===== src/rtl/instr_encoder_pkg.sv =====
// Shared RV32I encoding constants: opcodes, instruction class codes and
// funct3 legality helpers used by the encoder and control-unit tests.
package instr_encoder_pkg;

   localparam logic [6:0] OP_LOAD   = 7'b0000011;
   localparam logic [6:0] OP_STORE  = 7'b0100011;
   localparam logic [6:0] OP_OP     = 7'b0110011;
   localparam logic [6:0] OP_OP_IMM = 7'b0010011;
   localparam logic [6:0] OP_BRANCH = 7'b1100011;

   localparam logic [2:0] CLS_LOAD   = 3'd0;
   localparam logic [2:0] CLS_STORE  = 3'd1;
   localparam logic [2:0] CLS_R      = 3'd2;
   localparam logic [2:0] CLS_IALU   = 3'd3;
   localparam logic [2:0] CLS_BRANCH = 3'd4;

   localparam logic [2:0] F3_LS_WORD = 3'b010;
   localparam logic [2:0] F3_BEQ     = 3'b000;
   localparam logic [2:0] F3_BNE     = 3'b001;
   localparam logic [2:0] F3_BLT     = 3'b100;
   localparam logic [2:0] F3_ADD_SUB = 3'b000;
   localparam logic [2:0] F3_SLL     = 3'b001;
   localparam logic [2:0] F3_SRL_SRA = 3'b101;

   typedef enum logic [1:0] {ST_IDLE, ST_RUN, ST_DRAIN} state_e;

   function automatic logic branch_f3_ok(input logic [2:0] f3);
      return (f3 == F3_BEQ) || (f3 == F3_BNE) || (f3 == F3_BLT);
   endfunction

   // funct3 values that have an alternate (funct7[5]=1) R-type form
   function automatic logic rtype_alt_ok(input logic [2:0] f3);
      return (f3 == F3_ADD_SUB) || (f3 == F3_SRL_SRA);
   endfunction

   function automatic logic is_shift_f3(input logic [2:0] f3);
      return (f3 == F3_SLL) || (f3 == F3_SRL_SRA);
   endfunction

endpackage


===== src/rtl/instr_encoder_sync_fifo2.sv =====
// Two-entry synchronous FIFO; push while full is accepted when a pop
// frees a slot in the same cycle.
module sync_fifo2 #(
   parameter int WIDTH = 32
) (
   input  logic             clk,
   input  logic             rst_n,
   input  logic             push,
   input  logic [WIDTH-1:0] wdata,
   input  logic             pop,
   output logic [WIDTH-1:0] rdata,
   output logic             full,
   output logic             empty,
   output logic [1:0]       occ
);

   logic [1:0][WIDTH-1:0] mem_q, mem_d;
   logic                  rd_ptr_q, rd_ptr_d;
   logic                  wr_ptr_q, wr_ptr_d;
   logic [1:0]            occ_q, occ_d;
   logic                  do_push, do_pop;

   assign empty   = (occ_q == 2'd0);
   assign full    = (occ_q == 2'd2);
   assign occ     = occ_q;
   assign rdata   = mem_q[rd_ptr_q];
   assign do_pop  = pop && !empty;
   assign do_push = push && (!full || do_pop);

   always_comb begin
      mem_d    = mem_q;
      if (do_push) mem_d[wr_ptr_q] = wdata;
      wr_ptr_d = wr_ptr_q ^ do_push;
      rd_ptr_d = rd_ptr_q ^ do_pop;
      occ_d    = occ_q + {1'b0, do_push} - {1'b0, do_pop};
   end

   always_ff @(posedge clk or negedge rst_n) begin
      if (!rst_n) begin
         mem_q    <= '0;
         rd_ptr_q <= 1'b0;
         wr_ptr_q <= 1'b0;
         occ_q    <= 2'd0;
      end else begin
         mem_q    <= mem_d;
         rd_ptr_q <= rd_ptr_d;
         wr_ptr_q <= wr_ptr_d;
         occ_q    <= occ_d;
      end
   end

endmodule


===== src/rtl/instr_encoder.sv =====
// Encodes a stream of RV32I instruction descriptions into machine words and
// writes them to sequential memory addresses through a 2-entry FIFO.
module instr_encoder
   import instr_encoder_pkg::*;
#(
   parameter logic [31:0] BASE_ADDR = 32'h0000_0000,
   parameter int          DEPTH     = 64
) (
   input  logic        clk,
   input  logic        rst_n,
   input  logic        start,
   input  logic        finish,
   input  logic        in_valid,
   output logic        in_ready,
   input  logic [2:0]  in_class,
   input  logic [2:0]  in_funct3,
   input  logic        in_funct7b5,
   input  logic [4:0]  in_rd,
   input  logic [4:0]  in_rs1,
   input  logic [4:0]  in_rs2,
   input  logic [12:0] in_imm,
   output logic        mem_we,
   input  logic        mem_ready,
   output logic [31:0] mem_addr,
   output logic [31:0] mem_wdata,
   output logic [6:0]  count,
   output logic        busy,
   output logic        done,
   output logic        err
);

   localparam logic [7:0] DEPTH_L = 8'(DEPTH);

   state_e      state_q, state_d;
   logic [31:0] addr_q, addr_d;
   logic [6:0]  count_q, count_d;
   logic        err_q, err_d;
   logic        done_q, done_d;

   logic [31:0] enc_word;
   logic        enc_illegal;
   logic        fifo_full, fifo_empty;
   logic [1:0]  fifo_occ;
   logic [7:0]  pending;
   logic        accept, push, pop;

   // Words already written plus words queued; bounds the program length.
   assign pending  = {1'b0, count_q} + {6'b0, fifo_occ};
   assign in_ready = (state_q == ST_RUN) && !fifo_full && (pending < DEPTH_L);
   assign accept   = in_valid && in_ready;
   assign push     = accept && !enc_illegal;
   assign mem_we   = !fifo_empty;
   assign pop      = mem_we && mem_ready;

   assign mem_addr = addr_q;
   assign count    = count_q;
   assign busy     = (state_q != ST_IDLE);
   assign done     = done_q;
   assign err      = err_q;

   always_comb begin
      enc_word    = 32'h0;
      enc_illegal = 1'b0;
      case (in_class)
         CLS_LOAD: begin
            enc_word    = {in_imm[11:0], in_rs1, in_funct3, in_rd, OP_LOAD};
            enc_illegal = (in_funct3 != F3_LS_WORD);
         end
         CLS_STORE: begin
            enc_word    = {in_imm[11:5], in_rs2, in_rs1, in_funct3, in_imm[4:0], OP_STORE};
            enc_illegal = (in_funct3 != F3_LS_WORD);
         end
         CLS_R: begin
            enc_word    = {1'b0, in_funct7b5, 5'b0, in_rs2, in_rs1, in_funct3, in_rd, OP_OP};
            enc_illegal = in_funct7b5 && !rtype_alt_ok(in_funct3);
         end
         CLS_IALU: begin
            // Shifts carry funct7 in the upper bits and shamt in imm[4:0]
            if (is_shift_f3(in_funct3))
               enc_word = {1'b0, in_funct7b5, 5'b0, in_imm[4:0], in_rs1, in_funct3, in_rd, OP_OP_IMM};
            else
               enc_word = {in_imm[11:0], in_rs1, in_funct3, in_rd, OP_OP_IMM};
         end
         CLS_BRANCH: begin
            enc_word    = {in_imm[12], in_imm[10:5], in_rs2, in_rs1, in_funct3,
                           in_imm[4:1], in_imm[11], OP_BRANCH};
            enc_illegal = !branch_f3_ok(in_funct3) || in_imm[0];
         end
         default: enc_illegal = 1'b1;
      endcase
   end

   sync_fifo2 #(.WIDTH(32)) u_fifo (
      .clk   (clk),
      .rst_n (rst_n),
      .push  (push),
      .wdata (enc_word),
      .pop   (pop),
      .rdata (mem_wdata),
      .full  (fifo_full),
      .empty (fifo_empty),
      .occ   (fifo_occ)
   );

   always_comb begin
      state_d = state_q;
      addr_d  = addr_q;
      count_d = count_q;
      err_d   = err_q;
      done_d  = 1'b0;
      if (pop) begin
         addr_d  = addr_q + 32'd4;
         count_d = count_q + 7'd1;
      end
      if (accept && enc_illegal) err_d = 1'b1;
      case (state_q)
         ST_IDLE: if (start) begin
            state_d = ST_RUN;
            addr_d  = BASE_ADDR;
            count_d = 7'd0;
            err_d   = 1'b0;
         end
         ST_RUN: if (finish || (pending == DEPTH_L)) state_d = ST_DRAIN;
         ST_DRAIN: if (fifo_empty) begin
            state_d = ST_IDLE;
            done_d  = 1'b1;
         end
         default: state_d = ST_IDLE;
      endcase
   end

   always_ff @(posedge clk or negedge rst_n) begin
      if (!rst_n) begin
         state_q <= ST_IDLE;
         addr_q  <= BASE_ADDR;
         count_q <= 7'd0;
         err_q   <= 1'b0;
         done_q  <= 1'b0;
      end else begin
         state_q <= state_d;
         addr_q  <= addr_d;
         count_q <= count_d;
         err_q   <= err_d;
         done_q  <= done_d;
      end
   end

endmodule

===== config.mk =====
export PLATFORM = sky130hd
export DESIGN_NAME = instr_encoder
export DESIGN_NICKNAME = d
export VERILOG_FILES = /design/src/rtl/instr_encoder_pkg.sv /design/src/rtl/instr_encoder_sync_fifo2.sv /design/src/rtl/instr_encoder.sv
export SDC_FILE = /design/constraint.sdc
export NUM_CORES = 1
export LEC_CHECK = 0
export BUFFER_PORTS_ARGS = -buffer_cell sky130_fd_sc_hd__buf_2
export CAP_MARGIN = 20
export CELL_PAD_IN_SITES_DETAIL_PLACEMENT = 2
export CELL_PAD_IN_SITES_GLOBAL_PLACEMENT = 2
export CORE_UTILIZATION = 30
export CTS_CLUSTER_DIAMETER = 30
export DETAILED_ROUTE_END_ITERATION = 8
export PLACE_DENSITY = 0.71
export SETUP_SLACK_MARGIN = 0.15
export SLEW_MARGIN = 20
export SYNTH_ARGS = -nofsm -noshare
export SYNTH_HDL_FRONTEND = slang
export SYNTH_SLANG_ARGS = --single-unit

===== constraint.sdc =====
create_clock -name clk -period 2.5 [get_ports clk]
set_input_delay 0.125 -clock clk [delete_from_list [all_inputs] [get_ports clk]]
set_output_delay 0.125 -clock clk [all_outputs]
set_load 0.02 [all_outputs]

==> results.py, run 1 <==
metrics = {
    "place": {
        "placedInstanceArea_um2": 6460,
        "place.gp.congestion": 0.776,
        "placedCellCount": 900,
        "port_buffers": 112,
        "dpl_worst_slack_ns": -0.0595,
        "hpwl_um": 12300,
    },
    "outcome": {
        "status": "complete, no violations",
    },
    "clock_network": {
        "cts_buffers": 9,
        "htree_levels": 3,
        "cts.sinks": 103,
        "cts_tree": "built",
        "clk_path_buf_depth": 2,
        "clk_latency_ns": 0.36,
        "cts_root_buf": "clkbuf_16",
        "clk_pin_slew_ns": 0.07,
    },
    "detailed_routing": {
        "route.final.wire_length_um": 18200,
        "drc": 0,
        "num_vias": 4836,
        "wl_per_cell_um": 19.5,
        "dr.pass1.iters": 4,
        "ant_nets": 0,
        "dr.first_iter.drc_count": 190,
        "viasPerCell": 5.19,
    },
    "sta": {
        "rsz0062_at_grt": "yes",
        "max_freq_mhz": 410,
        "finalSetupTns_ns": 0,
        "fin_crit_sh": 0.975,
        "postLayoutSetupSlackWorst_ns": 0.0631,
        "hold_viol": 0,
        "slew_viol_final": 0,
        "skew_ns": 0.0139,
        "setup_viol": 0,
        "period_minus_slack_ns": 2.44,
        "worstMarginPinSlew_ns": 0.720,
        "timing.slew.headroom": 0.518,
    },
    "final_layout": {
        "syn_to_final_growth_pct": 32.3,
        "fin_cells": 932,
        "drive_gt1_frac": 0.392,
        "final_cell_area_um2": 7260,
        "most-common-layout-cells": "buf_2, dfrtp_1, nor2_1",
        "final_common_cell": "buf_2",
        "finalCoreUtilization": 0.404,
        "fillers": 1946,
        "fin_nets": 747,
    },
    "floorplan": {
        "num_rows": 49,
        "die_h_um": 137,
        "io_pins": 117,
        "initial_core_util": 0.305,
        "dieArea_um2": 18800,
        "die_x_um": 137,
        "core-area_um2": 18000,
    },
    "global_route": {
        "grt_max_degree": 68,
        "groute.usage.overall": 0.191,
        "grt_pass1_vias": 5161,
        "grt_pass1_wl_um": 27500,
        "overflow": 0,
        "antenna_found_initial": 1,
    },
    "logic_synthesis": {
        "synth_area_um2": 5490,
        "syn_avg_cell_area_um2": 9.70,
        "synth.yosys.seq_area_share": 0.470,
        "yosys_warnings": 0,
        "synth_seq_cells": 103,
        "synth_edf_count": 0,
        "synth_cells": 566,
        "synthFlopType": "dfrtp_1",
        "ys_types": 52,
        "async_flop_share": 1.00,
    },
    "min_path": {
        "hp-class": "in2reg",
        "hold_depth": 3,
        "hp-start": "in_rs1[0]",
        "min_to": "u_fifo.mem_q[15]",
    },
    "pwr": {
        "comb_power_share": 0.443,
        "internal_power_w": 0.00435,
        "clockPowerShare": 0.203,
        "irDropWorstVdd_mv": 0.455,
        "p_sw_w": 0.00291,
        "p_sw_frac": 0.401,
        "power_density_nw_per_um2": 999,
        "power_frac_seq": 0.354,
        "leakage_nw": 3.32,
    },
    "critical_path": {
        "required_ns": 2.74,
        "max_stage_delay_ns": 0.41,
        "worstPathArrival_ns": 2.68,
        "critPathKind": "reg2reg",
        "r2r-start": "u_fifo.occ[0]",
        "rr_endpoint": "u_fifo.mem_q[27]",
        "cp_slowest_cell": "dfrtp_1",
        "critical_path_buf_inv_count": 2,
        "rr_worst_depth": 9,
        "reg2reg_slack_ns": 0.06,
        "crit_chain": "ha_4 -> inv_2 -> fa_2 -> nand4bb_4 -> a211o_1 -> nor2b_4 -> ha_4 -> buf_12 -> mux2_4",
        "cp_top_family": "adder cells",
        "path_max_fanout": 7,
        "cpMostUsedCell": "ha_4",
        "end_kind": "flip-flop",
        "cp-start-kind": "flip-flop",
    },
    "flow_run": {
        "drv_cap": 0,
    },
}
per-layer routing:
metal	GRT usage	up-vias	wire length (um)
met5	0	-	0
met4	0.0513	0	299
li1	-	2249	-
met3	0.0394	18	649
met1	0.229	2473	7720
met2	0.344	96	9530
repair_timing:
item                                    4_1_cts  5_1_grt
gates cloned                                  1        3
endpoints found under the hold margin        36        0
resized for setup                            37       40
endpoints found under the setup margin       58       60
pin swaps                                     6       10
setup buffers                                 7        3
hold buffers                                  1        0
state kept, by name (all words and copies together), names as in the netlist:
signal,cells
count,7
done,1
u_fifo.mem_q,58
err,1
u_fifo.rd_ptr_q,1
u_fifo.occ,2
mem_addr,30
u_fifo.wr_ptr_q,1
state_q,2
through the flow:
| step | hold slack [ns] | total power (W) |
|---|---|---|
| 6_report | 0.0246 | 0.00726 |
| 2_1_floorplan | -0.171 | 0.00442 |
| 4_1_cts | 0.00518 | 0.00717 |
| 3_5_place_dp | 0.140 | 0.00553 |
| 3_3_place_gp | 0.131 | 0.00535 |
| 5_1_grt | 0.0257 | 0.00772 |
power by group through the flow:
stage               registers [W]  clock network [W]  logic [W]
floorplan                 0.00253                  0    0.00188
global placement          0.00251                  0    0.00285
detailed placement        0.00256                  0    0.00297
CTS                       0.00255            0.00152    0.00311
global route              0.00264            0.00157    0.00352
finish                    0.00257            0.00147    0.00322
Yosys cell counts, drive strengths merged, types with 2 or more instances:
| master | number | area (um2) |
|---|---|---|
| buf | 14 | 91.3 |
| and3 | 2 | 12.5 |
| nand3 | 30 | 155 |
| clkbuf | 23 | 86.3 |
| o21ai | 33 | 169 |
| nand4 | 12 | 75.1 |
| nor4b | 3 | 32.5 |
| nand2 | 39 | 146 |
| a21oi | 41 | 205 |
| o22a | 5 | 43.8 |
| xor2 | 10 | 87.6 |
| nor3 | 5 | 25.0 |
| dfrtp | 103 | 2580 |
| nor3b | 2 | 15.0 |
| inv | 34 | 128 |
| ha | 8 | 100 |
| a22oi | 15 | 113 |
| mux2i | 12 | 120 |
| o31ai | 4 | 30.0 |
| and4 | 6 | 52.6 |
| nor4 | 9 | 81.3 |
| nand2b | 4 | 25.0 |
| o41ai | 4 | 35.0 |
| xnor2 | 9 | 78.8 |
| mux2 | 41 | 462 |
| nor2 | 47 | 176 |
| or2 | 16 | 100 |
| nor2b | 11 | 68.8 |
| or3 | 6 | 37.5 |
| o311ai | 5 | 43.8 |
kinds of logic (layout without fill, tap and decap cells):
kind of cell,Yosys count,count (layout),synth area share
AOI/OAI and AO/OA,115,115,0.128
muxes,53,53,0.106
adders and majority gates,9,9,0.0219
xor gates and xnor gates,19,19,0.0303
buffers and inverters,71,204,0.0556
other,1,5,0.000683
DFF,103,103,0.470
and+or+nand+nor,195,195,0.188
worst max path at each step:
stage                       start                to  slack [ns]  cells after the start
floorplan                count[0]  u_fifo.mem_q[26]        0.06                      9
global placement    u_fifo.occ[0]  u_fifo.mem_q[57]        0.05                      8
detailed placement  u_fifo.occ[0]   u_fifo.mem_q[6]       -0.06                      8
CTS                 u_fifo.occ[0]  u_fifo.mem_q[29]        0.07                      9
global route        u_fifo.occ[0]  u_fifo.mem_q[47]       -0.04                     11
finish              u_fifo.occ[0]  u_fifo.mem_q[27]        0.06                      9
area by class of cell:
class                           count  area, um2  share of cell area
Antenna cell                        1       2.50            0.000345
Multi-Input combinational cell    395       2890               0.398
Tap cell                          229        287              0.0395
Timing Repair Buffer              154       1080               0.149
Inverter                           34        128              0.0176
Sequential cell                   103       2580               0.355
Clock inverter                      6       66.3             0.00913
Clock buffer                       10        229              0.0315
worst min-delay path, delay by kind of cell:
family	cells	cell delay [ns]
compound gates	1	0.07
buf+inv	1	0.10
simple gates	1	0.06
(Power assumes the default switching activity.)
==> run 2: changes to the inputs <==
Settings changed: BUFFER_PORTS_ARGS -buffer_cell sky130_fd_sc_hd__buf_2 to -buffer_cell sky130_fd_sc_hd__clkbuf_2, CORE_UTILIZATION 30 to 31, CTS_BUF_LIST from default to sky130_fd_sc_hd__clkbuf_4 sky130_fd_sc_hd__clkbuf_8, GPL_ROUTABILITY_DRIVEN from default to 0, PLACE_DENSITY 0.71 to 0.73.
==> run 2 against run 1 <==
Against the previous run:
- first-iteration DRC count increased by 4.7%
- sequential power about the same
- worst hold slack better by 0.013 ns
- flip-flop and latch count stayed put
- design area is 0.33% lower
- cell count rose by 0.21%
- count of clock-buffer cells in the layout stayed put
- combinational power is 3% higher
==> results.py, run 2 (synthesis results as in run 1) <==
metrics = {
    "floorplan": {
        "io_pins": 117,
        "initial_core_util": 0.317,
        "die_x_um": 135,
        "die_h_um": 135,
        "num_rows": 48,
        "dieArea_um2": 18200,
        "core-area_um2": 17300,
    },
    "clock_network": {
        "cts.sinks": 103,
        "cts_tree": "built",
        "clk_path_buf_depth": 2,
        "clk_latency_ns": 0.39,
        "cts_root_buf": "clkbuf_8",
        "clk_pin_slew_ns": 0.11,
        "cts_buffers": 9,
        "htree_levels": 3,
    },
    "critical_path": {
        "r2r-start": "u_fifo.occ[0]",
        "path_max_fanout": 7,
        "rr_worst_depth": 9,
        "cp-start-kind": "flip-flop",
        "rr_endpoint": "u_fifo.mem_q[27]",
        "worstPathArrival_ns": 2.77,
        "reg2reg_slack_ns": 0.01,
        "cpMostUsedCell": "ha_4",
        "max_stage_delay_ns": 0.40,
        "end_kind": "flip-flop",
        "crit_chain": "ha_4 -> inv_2 -> fa_2 -> nand4bb_1 -> a211o_1 -> nor2b_4 -> ha_4 -> buf_12 -> mux2_2",
        "critPathKind": "reg2reg",
        "cp_slowest_cell": "dfrtp_1",
        "required_ns": 2.78,
    },
    "pwr": {
        "power_frac_seq": 0.368,
        "clockPowerShare": 0.160,
        "comb_power_share": 0.471,
        "leakage_nw": 3.27,
        "p_sw_w": 0.00295,
        "irDropWorstVdd_mv": 0.584,
        "power_density_nw_per_um2": 970,
        "internal_power_w": 0.00408,
        "p_sw_frac": 0.420,
        "finalPower_w": 0.00702,
    },
    "sta": {
        "skew_ns": 0.0119,
        "setup_viol": 0,
        "slew_viol_final": 0,
        "fin_crit_sh": 0.995,
        "timing.slew.headroom": 0.505,
        "worstMarginPinSlew_ns": 0.739,
        "max_freq_mhz": 402,
        "holdWs_ns": 0.0378,
        "hold_viol": 0,
        "rsz0062_at_grt": "yes",
        "period_minus_slack_ns": 2.49,
    },
    "final_layout": {
        "most-common-layout-cells": "clkbuf_2, dfrtp_1, nand2_1",
        "final_common_cell": "clkbuf_2",
        "antenna_cells": 0,
        "syn_to_final_growth_pct": 31.9,
        "regMostFlops": "u_fifo.mem_q",
        "drive_gt1_frac": 0.412,
        "largest_reg_flops": 58,
        "finalCoreUtilization": 0.418,
        "fin_nets": 754,
    },
    "global_route": {
        "grt_pass1_wl_um": 28500,
        "grt_pass1_vias": 5306,
        "groute.usage.overall": 0.199,
        "grt_max_degree": 65,
        "overflow": 0,
        "antenna_found_initial": 0,
    },
    "detailed_routing": {
        "ant_nets": 0,
        "num_vias": 4885,
        "wl_per_cell_um": 19.4,
        "dr.first_iter.drc_count": 199,
        "route.final.wire_length_um": 18100,
        "drc": 0,
        "dr.pass1.iters": 4,
        "viasPerCell": 5.23,
    },
    "min_path": {
        "hold_depth": 3,
        "hp-start": "in_funct3[1]",
        "min_to": "u_fifo.mem_q[13]",
        "hp-class": "in2reg",
    },
    "place": {
        "hpwl_um": 12400,
        "port_buffers": 112,
    },
    "flow_run": {
        "drv_cap": 0,
    },
    "outcome": {
        "status": "complete, no violations",
    },
}
run 2: cell count changes in the layout (fill, tap and decap cells not counted), sizes merged:
| cell | before | now |
|---|---|---|
| buf | 150 | 41 |
| diode | 1 | 0 |
| clkinvlp | 0 | 2 |
| dlygate4sd3 | 1 | 7 |
| clkbuf | 13 | 123 |
| inv | 37 | 35 |
run 2: area by class of cell:
class	count	area [um2]
clock buffers	10	138
clock inverters	6	67.6
multi-input cells	395	2950
repair buffers	161	1100
well taps	225	282
flip-flops and latches	103	2580
fillers	1866	10100
inverters	34	128
run 2: worst max path at each step:
stage          depth (start not counted)                to          start
2_1_floorplan                          9  u_fifo.mem_q[26]       count[0]
4_1_cts                               11  u_fifo.mem_q[14]       count[0]
6_report                               9  u_fifo.mem_q[27]  u_fifo.occ[0]
3_3_place_gp                           8  u_fifo.mem_q[59]  u_fifo.occ[0]
5_1_grt                               11  u_fifo.mem_q[20]  u_fifo.occ[0]
3_5_place_dp                          10  u_fifo.mem_q[55]  u_fifo.occ[0]
run 2: power by group through the flow:
stage	combinational (W)	sequential [W]	clock (W)
2_1_floorplan	0.00188	0.00253	0
3_3_place_gp	0.00283	0.00252	0
3_5_place_dp	0.00298	0.00257	0
5_1_grt	0.00360	0.00266	0.00123
6_report	0.00331	0.00259	0.00113
4_1_cts	0.00314	0.00255	0.00116
run 2: metal layers:
metal  vias up  global-route usage  share of wire
met4         0              0.0412         0.0096
met5         -                   0              0
li1       2262                   -              -
met3        14              0.0372          0.032
met2        99               0.360           0.53
met1      2510               0.247           0.43
run 2: worst max-delay path, delay by kind of cell, from the launching register on:
kind / cells / cell delay [ns]
buffers and inverters: 2 / 0.18
AO/OA/AOI/OAI: 1 / 0.35
multiplexers: 1 / 0.33
AND/OR/NAND/NOR: 2 / 0.44
adder cells (fa/ha/maj): 3 / 0.67
flip-flops: 1 / 0.40
run 2: metrics by stage:
step	TNS (ns)	cell area [um2]	setup slack, ns	cells
2_1_floorplan	0	5550	0.0595	569
5_1_grt	-2.13	7240	-0.0847	934
6_report	0	7240	0.0134	934
3_3_place_gp	0	6450	0.0341	899
3_5_place_dp	-3.18	6450	-0.115	899
4_1_cts	0	6960	0.0577	930
run 2: timing repair:
| action | 4_1_cts | 5_1_grt |
|---|---|---|
| cloned | 0 | 2 |
| endpoints found under the hold margin | 113 | 0 |
| pin swaps | 8 | 4 |
| gates resized for setup | 41 | 62 |
| setup buffers | 8 | 2 |
| hold buffers | 7 | 0 |
| setup endpoints to repair | 58 | 60 |
